File: src/rtl/vcache_dma_arbiter.sv
// rtl/vcache_dma_arbiter.sv - round-robin sharing of one DMA channel among vcache banks
// The grant is held from packet issue until the full fill/evict block has been exchanged.
module vcache_dma_arbiter #(
    parameter int num_cache_p           = 4,
    parameter int addr_width_p          = 32,
    parameter int data_width_p          = 32,
    parameter int block_size_in_words_p = 8,
    parameter int dma_pkt_width_lp      = 1 + addr_width_p
) (
    input  logic                                         clk_i,
    input  logic                                         reset_n_i,

    input  logic [num_cache_p-1:0][dma_pkt_width_lp-1:0] dma_pkt_i,
    input  logic [num_cache_p-1:0]                       dma_pkt_v_i,
    output logic [num_cache_p-1:0]                       dma_pkt_yumi_o,

    input  logic [num_cache_p-1:0][data_width_p-1:0]     dma_data_i,
    input  logic [num_cache_p-1:0]                       dma_data_v_i,
    output logic [num_cache_p-1:0]                       dma_data_yumi_o,

    output logic [data_width_p-1:0]                      dma_data_o,
    output logic [num_cache_p-1:0]                       dma_data_v_o,
    input  logic [num_cache_p-1:0]                       dma_data_ready_i,

    output logic [dma_pkt_width_lp-1:0]                  mem_dma_pkt_o,
    output logic                                         mem_dma_pkt_v_o,
    input  logic                                         mem_dma_pkt_yumi_i,

    input  logic [data_width_p-1:0]                      mem_dma_data_i,
    input  logic                                         mem_dma_data_v_i,
    output logic                                         mem_dma_data_ready_o,

    output logic [data_width_p-1:0]                      mem_dma_data_o,
    output logic                                         mem_dma_data_v_o,
    input  logic                                         mem_dma_data_yumi_i,

    output logic                                         busy_o
);

    localparam int gid_w_lp = (num_cache_p > 1) ? $clog2(num_cache_p) : 1;
    localparam int cnt_w_lp = $clog2(block_size_in_words_p + 1);

    localparam logic [gid_w_lp-1:0] last_id_lp     = gid_w_lp'(num_cache_p - 1);
    localparam logic [cnt_w_lp-1:0] block_words_lp = cnt_w_lp'(block_size_in_words_p);

    localparam logic [1:0] IDLE  = 2'd0;
    localparam logic [1:0] PKT   = 2'd1;
    localparam logic [1:0] FILL  = 2'd2;
    localparam logic [1:0] EVICT = 2'd3;

    logic [1:0]          state_q, state_d;
    logic [gid_w_lp-1:0] grant_id_q, grant_id_d;
    logic [gid_w_lp-1:0] rr_ptr_q, rr_ptr_d;
    logic [cnt_w_lp-1:0] word_cnt_q, word_cnt_d;

    logic                pick_found;
    logic [gid_w_lp-1:0] pick_id;

    logic in_pkt, in_fill, in_evict;
    logic sel_wnr, sel_evict_v, sel_fill_ready;
    logic pkt_hs, fill_hs, evict_hs, beat_hs, last_beat;

    // First requester at or after the rotating pointer wins.
    always_comb begin : rr_pick
        logic [gid_w_lp-1:0] idx;
        pick_found = 1'b0;
        pick_id    = '0;
        idx        = '0;
        for (int i = 0; i < num_cache_p; i++) begin
            idx = gid_w_lp'((int'(rr_ptr_q) + i) % num_cache_p);
            if (!pick_found && dma_pkt_v_i[idx]) begin
                pick_found = 1'b1;
                pick_id    = idx;
            end
        end
    end

    // Gating with reset keeps every handshake quiet during the reset cycle itself.
    assign in_pkt   = reset_n_i && (state_q == PKT);
    assign in_fill  = reset_n_i && (state_q == FILL);
    assign in_evict = reset_n_i && (state_q == EVICT);

    assign sel_wnr        = dma_pkt_i[grant_id_q][dma_pkt_width_lp-1];
    assign sel_evict_v    = dma_data_v_i[grant_id_q];
    assign sel_fill_ready = dma_data_ready_i[grant_id_q];

    assign pkt_hs    = in_pkt & mem_dma_pkt_yumi_i;
    assign fill_hs   = in_fill & mem_dma_data_v_i & sel_fill_ready;
    assign evict_hs  = in_evict & sel_evict_v & mem_dma_data_yumi_i;
    assign beat_hs   = fill_hs | evict_hs;
    assign last_beat = (word_cnt_q + cnt_w_lp'(1)) == block_words_lp;

    assign mem_dma_pkt_o        = dma_pkt_i[grant_id_q];
    assign mem_dma_pkt_v_o      = in_pkt;
    assign mem_dma_data_ready_o = in_fill & sel_fill_ready;
    assign mem_dma_data_o       = dma_data_i[grant_id_q];
    assign mem_dma_data_v_o     = in_evict & sel_evict_v;
    assign dma_data_o           = mem_dma_data_i;
    assign busy_o               = reset_n_i && (state_q != IDLE);

    always_comb begin
        dma_pkt_yumi_o              = '0;
        dma_data_v_o                = '0;
        dma_data_yumi_o             = '0;
        dma_pkt_yumi_o[grant_id_q]  = pkt_hs;
        dma_data_v_o[grant_id_q]    = in_fill & mem_dma_data_v_i;
        dma_data_yumi_o[grant_id_q] = evict_hs;
    end

    always_comb begin
        state_d    = state_q;
        grant_id_d = grant_id_q;
        rr_ptr_d   = rr_ptr_q;
        word_cnt_d = word_cnt_q;
        case (state_q)
            IDLE: begin
                if (pick_found) begin
                    grant_id_d = pick_id;
                    rr_ptr_d   = (pick_id == last_id_lp) ? '0 : pick_id + gid_w_lp'(1);
                    state_d    = PKT;
                end
            end
            PKT: begin
                if (pkt_hs) begin
                    word_cnt_d = '0;
                    state_d    = sel_wnr ? EVICT : FILL;
                end
            end
            FILL, EVICT: begin
                if (beat_hs) begin
                    word_cnt_d = word_cnt_q + cnt_w_lp'(1);
                    if (last_beat) begin
                        state_d = IDLE;
                    end
                end
            end
            default: state_d = IDLE;
        endcase
    end

    always_ff @(posedge clk_i) begin
        if (!reset_n_i) begin
            state_q    <= IDLE;
            grant_id_q <= '0;
            rr_ptr_q   <= '0;
            word_cnt_q <= '0;
        end else begin
            state_q    <= state_d;
            grant_id_q <= grant_id_d;
            rr_ptr_q   <= rr_ptr_d;
            word_cnt_q <= word_cnt_d;
        end
    end

endmodule

File: config.mk
export PLATFORM = sky130hd
export DESIGN_NAME = vcache_dma_arbiter
export DESIGN_NICKNAME = d
export VERILOG_FILES = /design/src/rtl/vcache_dma_arbiter.sv
export SDC_FILE = /design/constraint.sdc
export NUM_CORES = 1
export LEC_CHECK = 0
export BUFFER_PORTS_ARGS = -buffer_cell sky130_fd_sc_hd__buf_4
export CORE_AREA = 2 2 164 166
export DETAILED_ROUTE_END_ITERATION = 10
export DIE_AREA = 0 0 166 168
export GPL_TIMING_DRIVEN = 0
export PLACE_DENSITY = 0.4
export SLEW_MARGIN = 20
export SYNTH_ARGS = -nofsm -noshare
export SYNTH_HDL_FRONTEND = slang
export SYNTH_SLANG_ARGS = --single-unit
File: constraint.sdc
create_clock -name clk_i -period 1.8 [get_ports clk_i]
set_input_delay 0 -clock clk_i [delete_from_list [all_inputs] [get_ports clk_i]]
set_output_delay 0 -clock clk_i [all_outputs]
set_load 0.05 [all_outputs]
==> results summary <==
The flow ran to the end, but the final reports show violations. The final reports fail on setup timing. The top-area cell type share of the netlist area is 57.0%. The root buffer cell chosen for the clock tree is sky130_fd_sc_hd__clkbuf_16. The number of nets in the final layout came out at 928. After Yosys synthesis, XOR and XNOR cells account for 0.682% of the synthesized area.

The register-to-register path setup slack is 0.07 ns. The fraction of met1 tracks used by global routing came out at 17.6%. The final critical path takes up 102% of the cycle. The final worst clock skew is 0.00369 ns. The total DRC errors in the routed layout is 0. The critical register-to-register path startpoint is grant_id_q[0]$_SDFFE_PN0P_. By area the synthesized netlist is led by sky130_fd_sc_hd__mux4_2 (57%), sky130_fd_sc_hd__buf_4 (9.9%), sky130_fd_sc_hd__dfxtp_1 (7.8%), sky130_fd_sc_hd__mux2i_1 (3.5%), sky130_fd_sc_hd__buf_2 (2.7%). The number of search-and-repair iterations in the first detailed-routing pass is 4. The synthesized netlist net count is 530. The longest clock path from root to sink contains 2 buffers. At the end of the flow the core is filled with cells to 23.8%. The number of clock buffers inserted by TritonCTS is 3. The worst setup path is of the reg2out kind. The sum of negative setup slack came out at -0.115 ns. The met3 usage in global routing is 3.88%.

The cell internal power dissipation came out at 2.35 mW. The sequential cell area fraction in the yosys report is 7.80%. Of the cells placed in the final design, the portion with a size suffix greater than 1 is 86.7%.

In this run the power spent charging and discharging nets is 2.61 mW. The relative max-transition margin is 68.2%. In this run the critical register-to-register path is captured at state_q[0]$_SDFFE_PN0P_. The distinct cell type count of the synthesized netlist is 35. The number of synthesized flops with an enable pin came out at 0. The most heavily used metal layer in global routing is met2. The post-layout instance area came out at 0.00626 mm^2. Dividing the detail-routed wire length by the instance count gives 21.0 um. The floorplan step set the die width to 166 um. Global routing consumed, on the met2 layer, 23.3% of the routing resources. The initial detailed-routing violation count is 119. The overall overflow remaining after global route is 0.

The total count of hold-check failures in the final report came out at 0. The average footprint of a synthesized cell is 11.7 um^2. After synthesis, the largest family of logic cells by area is multiplexers.

The max capacitance violation total came out at 0. The portion of netlist area occupied by mux cells is 61.4%. In the routed layout, each cell is associated on average with a via count of 3.78.

The worst slack at placement is -0.566 ns. The number of standard-cell rows in the floorplan came out at 60. The most used flip-flop cell after synthesis is sky130_fd_sc_hd__dfxtp_1. The number of standard cells in the final layout excluding fillers came out at 960. The number of warnings printed during yosys synthesis is 0. The depth of the worst register-to-register path came out at 6. The count of nets left with antenna violations after detail routing came out at 0.

Net switching is 52.7% of the power. For hold timing, the worst endpoint is word_cnt_q[1]$_SDFFE_PN0P_. After clock tree synthesis, the clock-pin slew on the worst setup and hold paths is 0.04 ns. The post-route minimum period came out at 1.83 ns. The static leakage came out at 2.89 nW. The overall die area came out at 0.0279 mm^2. In this run, post-CTS hold repair placed 0 buffers. The sum of net half-perimeters after detailed placement came out at 17.9 mm. Clock tree synthesis found a total of 10 sinks.

The endpoint arrival time on the critical path is 1.83 ns. Setup violations remaining at the end of the flow were counted as 12. The worst-path maximum fanout came out at 6. The synthesized netlist devotes 4.48% of its cell area to compound gates. The endpoint kind of the worst setup timing path is a primary output. The clock reaches the later pin of the worst-skew pair after 0.24 ns. The post-synthesis to final-layout area growth came out at 144%.

The kind of path behind the tightest hold check is in2reg. The ratio of total power to cell area is 791 mW/mm^2. The transition time at the pin with the least slew margin came out at 0.472 ns. After detailed routing, the total wire length is 20.1 mm. The upper clock frequency limit came out at 0.547 GHz. The initial core utilization is 9.74%. The maximum number of pins on one net before global-route repair came out at 11. The post-synthesis share of cell area spent on and, or, nand and nor gates is 9.94%. The number of antenna violations at the first check in global routing came to 4. STA classifies the critical path startpoint as a flip-flop. The via count is 3629.

The number of synthesized register bits is 10. The design draws 4.96 mW. The worst hold path begins at reset_n_i. The quantity of I/O buffers inserted on ports came out at 389. Routability-driven placement finished with a final weighted congestion of 0.799. The number of instances in the placed design is 949.

Counting every instance in the synthesized netlist gives 219. The post-place instance area is 0.00594 mm^2. The first global-routing pass estimated 27.8 mm of wire. The overall track demand over capacity in global routing came out at 13.5%. For this run, asynchronously set or reset flops after synthesis account for 0%. CTS built an H-tree with a depth of 1.

Leaving out fill and tap cells, the most frequent cell in the layout is sky130_fd_sc_hd__buf_4. The number of global-route vias before repair came out at 3781. The height of the die came out at 168 um. The library cells used most frequently in the layout, excluding fill and tap cells, are sky130_fd_sc_hd__buf_4 (435), sky130_fd_sc_hd__mux4_2 (65), sky130_fd_sc_hd__nor2_1 (13).

The max-slew violation total from the final report is 0. TritonCTS built the clock tree. At the worst endpoint, the required time is 1.80 ns. Setup repair after global routing could not meet its margin everywhere. The cell area after technology mapping came out at 0.00257 mm^2.

Counting the fill cells in the layout gives 2921. The region available for standard cell placement spans 0.0264 mm^2. The portion of total power attributed to the clock network is 9.0%. The top-level port count is 422.

Summed over all instances, the cell type with the most area after synthesis is sky130_fd_sc_hd__mux4_2. The number of stages on the worst hold path is 3. The share of synthesized cell area in full adder, half adder and majority cells is 0.975%.

The worst hold margin is 0.0710 ns. The portion of total power attributed to sequential cells is 6.0%. Setup slack on the critical path of the routed design comes to -0.0292 ns. Per report_power, the combinational group accounts for 85.0% of the total. The worst vdd rail ir drop came out at 0.588 mV.
## kinds of logic (layout without fill, tap and decap cells)
group / count (synthesis) / after routing
AOI/OAI and AO/OA: 17 / 17
and+or+nand+nor: 54 / 54
other: 0 / 3
muxes: 76 / 76
xor gates and xnor gates: 2 / 2
buffers and inverters: 58 / 455
DFF: 10 / 10
adders and majority gates: 2 / 2
## state kept, by name (all words and copies together) (netlist names)
signal,cells
grant_id_q,2
rr_ptr_q,2
state_q,2
word_cnt_q,4
## power by group through the flow
stage | logic (mW) | registers, mW | clock network [mW]
floorplan | 2.64 | 0.278 | 0
global placement | 4.09 | 0.284 | 0
detailed placement | 4.08 | 0.285 | 0
CTS | 4.28 | 0.294 | 0.461
global route | 4.39 | 0.307 | 0.470
finish | 4.21 | 0.300 | 0.445
## critical path, stage by stage, from the launching register on
cell and delay [ns]:
sky130_fd_sc_hd__dfxtp_2 0.34, sky130_fd_sc_hd__buf_12 0.15, sky130_fd_sc_hd__mux2i_4 0.19, sky130_fd_sc_hd__mux2_4 0.29, sky130_fd_sc_hd__nor2_4 0.11, sky130_fd_sc_hd__nand3_4 0.13
sky130_fd_sc_hd__nor3_4 0.19, sky130_fd_sc_hd__buf_6 0.18
## synth_stat cells, drive strengths merged, types with 3 or more instances
cell and number:
a21oi 6, nor2 17, nor3 6, nand3 4, buf 50, dfxtp 10
nand2 12, mux2i 9, mux4 65, clkbuf 3, nand2b 5, inv 5
## worst max path at each step
stage                                from                 end  slack (ns)  cells after the start
3_5_place_dp   grant_id_q[1]$_SDFFE_PN0P_   mem_dma_pkt_o[23]       -0.57                      5
5_1_grt        grant_id_q[0]$_SDFFE_PN0P_  dma_data_yumi_o[0]       -0.12                      7
2_1_floorplan     state_q[0]$_SDFFE_PN0P_   dma_pkt_yumi_o[3]       -0.10                      4
6_report       grant_id_q[0]$_SDFFE_PN0P_  dma_data_yumi_o[0]       -0.03                      7
3_3_place_gp   grant_id_q[1]$_SDFFE_PN0P_   mem_dma_pkt_o[24]       -0.56                      5
4_1_cts        grant_id_q[0]$_SDFFE_PN0P_  dma_data_yumi_o[0]       -0.18                      8
## layer usage
layer  wire length (um)  up-vias
met1               8520     1757
met4                 45        6
li1                   -     1664
met3               1600       10
met5                 36        -
met2               9930      192
## final cells by class
| cell class | instances | area, um^2 | area share, % |
|---|---|---|---|
| Buffer | 51 | 442 | 7.05 |
| Sequential cell | 10 | 203 | 3.24 |
| Antenna cell | 3 | 7.51 | 0.120 |
| Multi-Input combinational cell | 151 | 2090 | 33.4 |
| Timing Repair Buffer | 395 | 2990 | 47.7 |
| Tap cell | 341 | 427 | 6.81 |
| Inverter | 5 | 18.8 | 0.300 |
| Clock buffer | 4 | 88.8 | 1.42 |
## what timing repair did
action	in CTS	in global routing
cloned	0	0
setup buffers	5	1
gates resized for setup	46	4
pin swaps	4	4
endpoints found under the setup margin	85	76
No activity file was read; power rests on OpenSTA's default activity.
